## config.mk

```make
export PLATFORM = sky130hd
export DESIGN_NAME = axil_wr_sequencer_flat
export DESIGN_NICKNAME = d
export VERILOG_FILES = /design/src/rtl/axil_wr_sequencer_pkg.sv /design/src/rtl/axil_wr_sequencer_if.sv /design/src/rtl/axil_wr_sequencer_fifo.sv /design/src/rtl/axil_wr_sequencer.sv /design/src/flat_wrapper.sv
export SDC_FILE = /design/constraint.sdc
export NUM_CORES = 1
export LEC_CHECK = 0
export ABC_AREA = 1
export ABC_CLOCK_PERIOD_IN_PS = 7900
export BUFFER_PORTS_ARGS = -buffer_cell sky130_fd_sc_hd__buf_2
export CAP_MARGIN = 20
export CORE_MARGIN = 2
export CORE_UTILIZATION = 62
export DETAILED_ROUTE_END_ITERATION = 6
export HOLD_SLACK_MARGIN = 0.08
export PLACE_DENSITY = 0.85
export SETUP_SLACK_MARGIN = 0.1
export SLEW_MARGIN = 30
export SYNTH_ARGS = -nofsm -noshare
export SYNTH_HDL_FRONTEND = slang
export SYNTH_SLANG_ARGS = --single-unit
```

## constraint.sdc

```tcl
create_clock -name i_clk -period 7.9 [get_ports i_clk]
set_input_delay 1.185 -clock i_clk [delete_from_list [all_inputs] [get_ports i_clk]]
set_output_delay 1.185 -clock i_clk [all_outputs]
set_load 0.01 [all_outputs]
```

## src/rtl/axil_wr_sequencer_pkg.sv

```systemverilog
// axil_seq_pkg: shared FSM state, AXI response codes and command record for the write sequencer.
package axil_seq_pkg;
  typedef enum logic [1:0] {IDLE, ISSUE, WAIT_RESP} state_t;
  localparam logic [1:0] OKAY = 2'b00;
  localparam logic [1:0] EXOKAY = 2'b01;
  localparam logic [1:0] SLVERR = 2'b10;
  localparam logic [1:0] DECERR = 2'b11;
  typedef struct packed {
    logic [31:0] addr;
    logic [31:0] data;
    logic [3:0]  strb;
  } cmd_t;
endpackage

```

## src/rtl/axil_wr_sequencer_if.sv

```systemverilog
// axil_wr_sequencer_if: command intake, master request, B-channel taps and status of the write sequencer.
interface axil_wr_sequencer_if;
  logic        s_cmd_valid;
  logic        s_cmd_ready;
  logic [31:0] s_cmd_addr;
  logic [31:0] s_cmd_data;
  logic [3:0]  s_cmd_strb;
  logic        o_wr;
  logic [31:0] o_addrin;
  logic [31:0] o_din;
  logic [3:0]  o_strb;
  logic        i_bvalid;
  logic        i_bready;
  logic [1:0]  i_bresp;
  logic        o_done;
  logic [1:0]  o_resp;
  logic        o_busy;
  logic [7:0]  o_err_cnt;
  logic        o_timeout;
  modport slave (
    input  s_cmd_valid, s_cmd_addr, s_cmd_data, s_cmd_strb, i_bvalid, i_bready, i_bresp,
    output s_cmd_ready, o_wr, o_addrin, o_din, o_strb, o_done, o_resp, o_busy, o_err_cnt, o_timeout
  );
  modport master (
    output s_cmd_valid, s_cmd_addr, s_cmd_data, s_cmd_strb, i_bvalid, i_bready, i_bresp,
    input  s_cmd_ready, o_wr, o_addrin, o_din, o_strb, o_done, o_resp, o_busy, o_err_cnt, o_timeout
  );
endinterface

```

## src/rtl/axil_wr_sequencer_fifo.sv

```systemverilog
// axil_cmd_fifo: synchronous command FIFO with full/empty flags; head is visible on dout.
module axil_cmd_fifo
  import axil_seq_pkg::*;
#(
  parameter int DEPTH = 4
) (
  input  logic clk,
  input  logic rst_n,
  input  logic push,
  input  logic pop,
  input  cmd_t din,
  output cmd_t dout,
  output logic full,
  output logic empty
);
  localparam int AW = $clog2(DEPTH);
  cmd_t mem [DEPTH];
  logic [AW:0] wp, rp;
  always_ff @(posedge clk or negedge rst_n)
    if (!rst_n) begin
      wp <= '0;
      rp <= '0;
    end else begin
      if (push && !full) wp <= wp + 1'b1;
      if (pop && !empty) rp <= rp + 1'b1;
    end
  always_ff @(posedge clk)
    if (push && !full) mem[wp[AW-1:0]] <= din;
  assign dout = mem[rp[AW-1:0]];
  assign empty = wp == rp;
  assign full = (wp[AW] != rp[AW]) && (wp[AW-1:0] == rp[AW-1:0]);
endmodule

```

## src/rtl/axil_wr_sequencer.sv

```systemverilog
// axil_wr_sequencer: queues write commands and hands them one at a time to an AXI-Lite write master.
// Defining AXIL_SEQ_TIMEOUT_EN adds a B-response watchdog of TIMEOUT_CYCLES cycles.
module axil_wr_sequencer
  import axil_seq_pkg::*;
#(
  parameter int DEPTH = 4,
  parameter int TIMEOUT_CYCLES = 64
) (
  input logic i_clk,
  input logic i_resetn,
  axil_wr_sequencer_if.slave bus
);
  state_t state, state_n;
  cmd_t cmd_in, head;
  logic full, empty, push, hs, to_hit, pop, done_q, timeout_q;
  logic [1:0] resp_q;
  logic [7:0] err_q;
  if (DEPTH < 2 || DEPTH > 16 || (DEPTH & (DEPTH - 1)) != 0 || TIMEOUT_CYCLES < 1) begin : g_bad_param
    $error("axil_wr_sequencer: illegal DEPTH or TIMEOUT_CYCLES");
  end
  assign cmd_in = '{addr: bus.s_cmd_addr, data: bus.s_cmd_data, strb: bus.s_cmd_strb};
  assign push = bus.s_cmd_valid && !full;
  assign hs = (state == WAIT_RESP) && bus.i_bvalid && bus.i_bready;
`ifdef AXIL_SEQ_TIMEOUT_EN
  localparam int TW = $clog2(TIMEOUT_CYCLES + 1);
  logic [TW-1:0] to_cnt;
  always_ff @(posedge i_clk or negedge i_resetn)
    if (!i_resetn) to_cnt <= '0;
    else to_cnt <= (state == WAIT_RESP) ? to_cnt + 1'b1 : '0;
  // a handshake in the final watchdog cycle still wins
  assign to_hit = (state == WAIT_RESP) && !hs && (to_cnt == TW'(TIMEOUT_CYCLES - 1));
`else
  assign to_hit = 1'b0;
`endif
  assign pop = hs || to_hit;
  axil_cmd_fifo #(.DEPTH(DEPTH)) u_fifo (
    .clk(i_clk), .rst_n(i_resetn), .push(push), .pop(pop),
    .din(cmd_in), .dout(head), .full(full), .empty(empty)
  );
  // completion always lands in IDLE, which guarantees a gap before the next ISSUE
  always_comb begin
    state_n = state;
    state_n = (state == IDLE) ? ((empty && !push) ? IDLE : ISSUE) :
              (state == ISSUE) ? WAIT_RESP :
              (state == WAIT_RESP && !pop) ? WAIT_RESP : IDLE;
  end
  always_ff @(posedge i_clk or negedge i_resetn)
    if (!i_resetn) begin
      state <= IDLE;
      done_q <= 1'b0;
      timeout_q <= 1'b0;
      resp_q <= OKAY;
      err_q <= '0;
    end else begin
      state <= state_n;
      done_q <= pop;
      timeout_q <= to_hit;
      if (pop) resp_q <= to_hit ? SLVERR : bus.i_bresp;
      if (pop && (to_hit || bus.i_bresp != OKAY) && err_q != 8'hFF) err_q <= err_q + 8'd1;
    end
  assign bus.s_cmd_ready = !full;
  assign bus.o_wr = state == ISSUE;
  assign bus.o_addrin = (state != IDLE) ? head.addr : '0;
  assign bus.o_din = (state != IDLE) ? head.data : '0;
  assign bus.o_strb = (state != IDLE) ? head.strb : '0;
  assign bus.o_done = done_q;
  assign bus.o_timeout = timeout_q;
  assign bus.o_resp = resp_q;
  assign bus.o_err_cnt = err_q;
  assign bus.o_busy = !empty || state != IDLE;
endmodule

```

## src/flat_wrapper.sv

```systemverilog
// flat-port wrapper written by rule: the top's interface ports become plain ports
module axil_wr_sequencer_flat import axil_seq_pkg::*;
#(
  parameter int DEPTH = 4,
  parameter int TIMEOUT_CYCLES = 64
)
  (i_clk, i_resetn, bus_s_cmd_valid, bus_s_cmd_addr, bus_s_cmd_data, bus_s_cmd_strb, bus_i_bvalid, bus_i_bready, bus_i_bresp, bus_s_cmd_ready, bus_o_wr, bus_o_addrin, bus_o_din, bus_o_strb, bus_o_done, bus_o_resp, bus_o_busy, bus_o_err_cnt, bus_o_timeout);
  axil_wr_sequencer_if bus_i ();
  input logic i_clk;
  input logic i_resetn;
  input wire logic [$bits(bus_i.s_cmd_valid)-1:0] bus_s_cmd_valid;
  input wire logic [$bits(bus_i.s_cmd_addr)-1:0] bus_s_cmd_addr;
  input wire logic [$bits(bus_i.s_cmd_data)-1:0] bus_s_cmd_data;
  input wire logic [$bits(bus_i.s_cmd_strb)-1:0] bus_s_cmd_strb;
  input wire logic [$bits(bus_i.i_bvalid)-1:0] bus_i_bvalid;
  input wire logic [$bits(bus_i.i_bready)-1:0] bus_i_bready;
  input wire logic [$bits(bus_i.i_bresp)-1:0] bus_i_bresp;
  output wire logic [$bits(bus_i.s_cmd_ready)-1:0] bus_s_cmd_ready;
  output wire logic [$bits(bus_i.o_wr)-1:0] bus_o_wr;
  output wire logic [$bits(bus_i.o_addrin)-1:0] bus_o_addrin;
  output wire logic [$bits(bus_i.o_din)-1:0] bus_o_din;
  output wire logic [$bits(bus_i.o_strb)-1:0] bus_o_strb;
  output wire logic [$bits(bus_i.o_done)-1:0] bus_o_done;
  output wire logic [$bits(bus_i.o_resp)-1:0] bus_o_resp;
  output wire logic [$bits(bus_i.o_busy)-1:0] bus_o_busy;
  output wire logic [$bits(bus_i.o_err_cnt)-1:0] bus_o_err_cnt;
  output wire logic [$bits(bus_i.o_timeout)-1:0] bus_o_timeout;
  assign bus_i.s_cmd_valid = bus_s_cmd_valid;
  assign bus_i.s_cmd_addr = bus_s_cmd_addr;
  assign bus_i.s_cmd_data = bus_s_cmd_data;
  assign bus_i.s_cmd_strb = bus_s_cmd_strb;
  assign bus_i.i_bvalid = bus_i_bvalid;
  assign bus_i.i_bready = bus_i_bready;
  assign bus_i.i_bresp = bus_i_bresp;
  assign bus_s_cmd_ready = bus_i.s_cmd_ready;
  assign bus_o_wr = bus_i.o_wr;
  assign bus_o_addrin = bus_i.o_addrin;
  assign bus_o_din = bus_i.o_din;
  assign bus_o_strb = bus_i.o_strb;
  assign bus_o_done = bus_i.o_done;
  assign bus_o_resp = bus_i.o_resp;
  assign bus_o_busy = bus_i.o_busy;
  assign bus_o_err_cnt = bus_i.o_err_cnt;
  assign bus_o_timeout = bus_i.o_timeout;
  axil_wr_sequencer #(.DEPTH(DEPTH), .TIMEOUT_CYCLES(TIMEOUT_CYCLES)) u_core (.i_clk(i_clk), .i_resetn(i_resetn), .bus(bus_i));
endmodule
```

### After elaboration in Yosys (flattened, before gate mapping)

Memories as Yosys holds them, arrays and structs flattened.
Index checks and enable logic that the tools add are counted.

* register bits: 19
* RAM bits: 272
* bits of input ports: 75
* word-level logic and storage cells: 43
* memories kept: 1

Memory list
* u_core.u_fifo.mem: words 4, width 68, rd ports 1, clocked after memory_dff 0, wr ports 1, RTL line axil_wr_sequencer_fifo.sv:17 `cmd_t mem [DEPTH];`

* add/subtract/negate cells: 3
* equality and inequality tests: 6
* mux-type cells: 9
* reductions and logical operators: 18

Operator list (number)
* $mux 32: 2
* $logic_and 1x1->1: 10
* $add 8x1->8 const B: 1
* $ne 8x8->1 const B: 1
* $add 3x1->3 const B: 2
* $mux 2: 3
* $logic_not 1->1: 4
* $mux 4: 1
* $reduce_bool 2->1: 2
* $eq 3x3->1: 1
* $mux 1: 3
* $eq 2x1->1 const B: 1
* $eq 2x2->1: 1
* $eq 2x2->1 const B: 1
* $logic_not 2->1: 1
* $logic_or 1x1->1: 1
* $ne 1x1->1: 1

### Depth between registers and ports, before layout

* word-level depth: 8
* gate-level depth with buffers: 8
* gate-level depth less buffers: 7

### Modules after synthesis

A second synthesis with hierarchy kept.

* cell total of the unflattened synthesis: 963
* area, all modules: 11763.8 µm²

Modules (own cells, without submodules)
* axil_cmd_fifo: times used 1, cells each 719, area each 10498.8 µm²
* axil_wr_sequencer: times used 1, cells each 244, area each 1265.0 µm²

### Least setup slack after synthesis

No wires, ideal clock.

* path type: input-to-reg
* start point: in bus_s_cmd_valid
* end point: mem u_core.u_fifo.mem[0][0] (netlist name) (enable)
* setup time: 0.494 ns
* arrival: 4.106 ns
* setup slack: 3.300 ns
* cell stages on the path: 2
* path buffers: 0
* cell sequence: nand2_2 nor2_1

* longest elaborated chain between the ends: 4

Ends and longest elaborated chain
* start, declared: RTL line flat_wrapper.sv:11 `input wire logic [$bits(bus_i.s_cmd_valid)-1:0] bus_s_cmd_valid;`
* $logic_and 1x1->1: RTL line axil_wr_sequencer.sv:22 `assign push = bus.s_cmd_valid && !full;`
* $logic_and 1x1->1: RTL line axil_wr_sequencer_fifo.sv:28 `if (push && !full) mem[wp[AW-1:0]] <= din;`
* $mux 1: RTL line axil_wr_sequencer_fifo.sv:28
* $mux 1 (implied by the code): RTL line axil_wr_sequencer_fifo.sv:28
* end, declared: RTL line axil_wr_sequencer_fifo.sv:17

No other way between the ends.

### Final worst setup path

* start point: reg u_core.u_fifo.rp[1]
* end point: out bus_o_addrin[9]

* longest elaborated chain between the ends: 2

Ends and longest elaborated chain
* start, declared: RTL line axil_wr_sequencer_fifo.sv:18 `logic [AW:0] wp, rp;`
* start signal, assigned: RTL line axil_wr_sequencer_fifo.sv:25 `if (pop && !empty) rp <= rp + 1'b1;`
* $mem_v2 4x68
* $mux 32: RTL line axil_wr_sequencer.sv:63 `assign bus.o_addrin = (state != IDLE) ? head.addr : '0;`
* end, declared: RTL line flat_wrapper.sv:20 `output wire logic [$bits(bus_i.o_addrin)-1:0] bus_o_addrin;`

No other way between the ends.

==> metrics.csv <==
stage;metric;value;unit
outcome;status;finished clean;
cts;clk root buf;clkbuf_16;
timing;final setup skew;8.730;ps
route;drt total wl;24.09;mm
floorplan;# rows;50;
synthesis;register bit count reported by yosys;291;
timing;Final Cycle Share;0.5445;
timing;Setup-failing EPs final;0;
final_layout;final non-filler cell total;1360;
route;Routed Antenna Nets;0;
job;max-cap violations;0;
final_layout;P&R area growth vs syn;16.57;%
cts;CTS Buf Count;29;
timing;Slew Viols, Final;0;
cts;Hold Buf Count CTS;0;
cts;maximum buffer depth of the clock tree;3;
cts;Post CTS Setup Buffer Count;0;
critical_path;Worst setup EP type;output port;
route;vias post-DR;7587;
critical_path;Worst EP arrival;3120;ps
power_and_ir_drop;Pwr Density;396.9;nW/um2
global_route;antenna violations before repair;3;
global_route;GRT Total Usage;0.2397;
floorplan;Top Ports;158;
critical_path;Max Fanout on Critical Path;68;
critical_path;crit path kind;flop to output port;
timing;setup TNS;0;ps
placed_design;buffers added on ports;156;
global_route;vias in the first global route;7489;
global_route;grt total ovfl;0;
cts;CTS tree;built;
final_layout;Final Cell Area;13540;um2
timing;min Tclk post-route;4302;ps
route;DR DRC count;0;
floorplan;core region area;18520;um2
cts;H-Tree Level Count;1;
timing;final hold vios;0;
route;1st-pass router iterations;7;
synthesis;number of synthesis warnings;0;
placed_design;hpwl dp;13.31;mm
floorplan;Initial Util;0.6271;
timing;Least-Margin Pin Slew;978.6;ps
synthesis;Synth Area per Inst;12.13;um2
final_layout;fraction of layout cells with a size suffix above 1;0.2009;
critical_path;Req. time, crit path;6710;ps
final_layout;Nets;1183;
worst_hold_path;Min-Delay Startpoint;u_core.bus.o_resp[0];
cts;clock-pin slew on the worst setup and hold paths;60;ps
route;DR vias/cell;5.579;
synthesis;Mapped Nets;1038;
critical_path;Critical R2R Launch;u_core.u_fifo.rp[1];
timing;Slew headroom;0.3460;
cts;clk sink count;291;
power_and_ir_drop;P_leak;0.005120;uW
global_route;first-pass GRT wire length;37.28;mm
critical_path;Worst Setup Start Kind;flop;
worst_hold_path;HP Class;flop to flop;
critical_path;Setup crit start;u_core.u_fifo.rp[1];
floorplan;Die H;140.9;um
power_and_ir_drop;overall power;5373;uW
placed_design;RD Place Congestion;0.7817;
route;DR iter-0 viols;668;
synthesis;Syn Inst Count;957;
cts;post-CTS sizing;0;
synthesis;Synth Cell Area;11610;um2
timing;unrepaired setup endpoints after global routing;false;
placed_design;placed cell area;12560;um2
route;routed length per instance;17.71;um
floorplan;die area;19840;um2
cts;worst skew pair latency;540;ps
placed_design;placed insts;1305;
floorplan;Die W;140.9;um
power_and_ir_drop;VDD IR max;0.2378;mV
global_route;largest net degree at the start of global routing;117;
synthesis;count of different cell masters after synthesis;27;
synthesis;Seq/Total Area, Yosys;0.7443;
timing;Fmax;0.2325;GHz
[final cells by class]
cell class,count,area (um2)
clock inverter,20,209.0
multi-input combinational,590,2626
clock buffer,34,754.5
antenna,1,2.502
fill,1160,4981
timing repair buffer,167,914.6
tap,234,292.8
sequential,291,8648
inverter,23,88.84
[worst paths after layout]
kind	endpoint	slack, ps	cells after the start
worst max-delay path	bus_o_addrin[9]	3600	7
worst min-delay path	u_core.bus.o_resp[0]	500	2
worst max register to register	u_core.u_fifo.mem[3][63]	4460	6
worst min register to register	u_core.bus.o_resp[0]	500	2
max in group asynchronous	u_core.u_fifo.rp[0]	6960	1
min in group asynchronous	u_core.bus.o_done	590	1
[power breakdown]
group	internal [uW]	total [uW]	switching, uW
Combinational	586	1810	1220
Sequential	2040	2200	153
Clock	814	1370	553
[registers in the layout, summed over array words and instances, names as in the netlist]
| name | cells |
|---|---|
| u_core.state | 2 |
| u_core.bus.o_resp | 2 |
| u_core.bus.o_done | 1 |
| u_core.u_fifo.rp | 3 |
| u_core.u_fifo.mem | 272 |
| u_core.bus.o_err_cnt | 8 |
| u_core.u_fifo.wp | 3 |
[critical path, cell delays in order (launching register included)]
cell and delay, ps:
dfrtp_2 830, buf_4 540, inv_2 40, buf_4 400, nor2_1 200, o21ai_0 110, a21oi_1 250, buf_2 180
[metal layers]
layer | GRT usage | vias to the layer above | routed length (um)
li1 | - | 3625 | -
met1 | 0.3022 | 3613 | 9451
met2 | 0.4252 | 299 | 12230
met3 | 0.04688 | 48 | 1885
met4 | 0.07263 | 2 | 511
met5 | 0 | - | 13
[synth_stat cells]
master / n / share of area
a21oi_1: 68 / 0.029
nand2_1: 69 / 0.022
clkbuf_1: 24 / 0.0078
inv_1: 21 / 0.0068
edfxtp_1: 272 / 0.70
conb_1: 1 / 0.00032
buf_6: 3 / 0.0029
xnor2_1: 2 / 0.0015
nor2_2: 1 / 0.00054
nand2_2: 1 / 0.00054
nor2_4: 1 / 0.00097
o21ai_1: 7 / 0.0030
buf_2: 7 / 0.0030
buf_4: 15 / 0.0097
nand4_1: 1 / 0.00054
buf_1: 4 / 0.0013
nor2_1: 284 / 0.092
nand3_2: 1 / 0.00086
xor2_1: 3 / 0.0023
ha_1: 6 / 0.0065
dfrtp_1: 19 / 0.041
o21ai_0: 132 / 0.057
inv_2: 2 / 0.00065
nor3_1: 1 / 0.00043
nand3_1: 9 / 0.0039
nand3b_1: 1 / 0.00065
o21bai_1: 2 / 0.0013
[stage by stage]
stage	utilization	hold WS (ps)	worst slack, ps
finish	0.7310	495.4	3598
global route	0.7309	526.3	3409
CTS	0.7303	492.5	3561
detailed placement	0.6782	477.6	4179
global placement	0.6753	467.0	4201
floorplan	-	484.2	3300
[cells by family (layout without fill, tap and decap cells)]
family                   Yosys count  after routing  share of synthesized area
AO/OA/AOI/OAI                    209            209                    0.09051
XOR/XNOR                           5              5                   0.003772
adder cells (fa/ha/maj)            6              6                   0.006465
buffers and inverters             76            244                    0.03211
flip-flops                       291            291                     0.7443
other                              1              2                  0.0003229
AND/OR/NAND/NOR                  369            369                     0.1225
[cell usage in the layout (no fill, tap or decap)]
| cell | Yosys | routed |
|---|---|---|
| a21oi_1 | 68 | 68 |
| buf_16 | 0 | 2 |
| buf_2 | 7 | 156 |
| buf_4 | 15 | 6 |
| buf_6 | 3 | 3 |
| bufinv_16 | 0 | 4 |
| clkbuf_1 | 24 | 4 |
| clkbuf_16 | 0 | 29 |
| clkbuf_8 | 0 | 1 |
| clkinv_1 | 0 | 4 |
| clkinv_2 | 0 | 10 |
| clkinv_4 | 0 | 1 |
| clkinvlp_4 | 0 | 1 |
| conb_1 | 1 | 1 |
| dfrtp_1 | 19 | 17 |
| dfrtp_2 | 0 | 1 |
| dfrtp_4 | 0 | 1 |
| diode_2 | 0 | 1 |
| edfxtp_1 | 272 | 272 |
| ha_1 | 6 | 6 |
| inv_1 | 21 | 20 |
| inv_2 | 2 | 1 |
| inv_6 | 0 | 2 |
| nand2_1 | 69 | 69 |
| nand2_2 | 1 | 1 |
| nand3_1 | 9 | 9 |
| nand3_2 | 1 | 1 |
| nand3b_1 | 1 | 1 |
| nand4_1 | 1 | 1 |
| nor2_1 | 284 | 280 |
| nor2_2 | 1 | 1 |
| nor2_4 | 1 | 5 |
| nor3_1 | 1 | 1 |
| o21ai_0 | 132 | 132 |
| o21ai_1 | 7 | 7 |
| o21bai_1 | 2 | 2 |
| xnor2_1 | 2 | 2 |
| xor2_1 | 3 | 3 |
(Power assumes the default switching activity.)
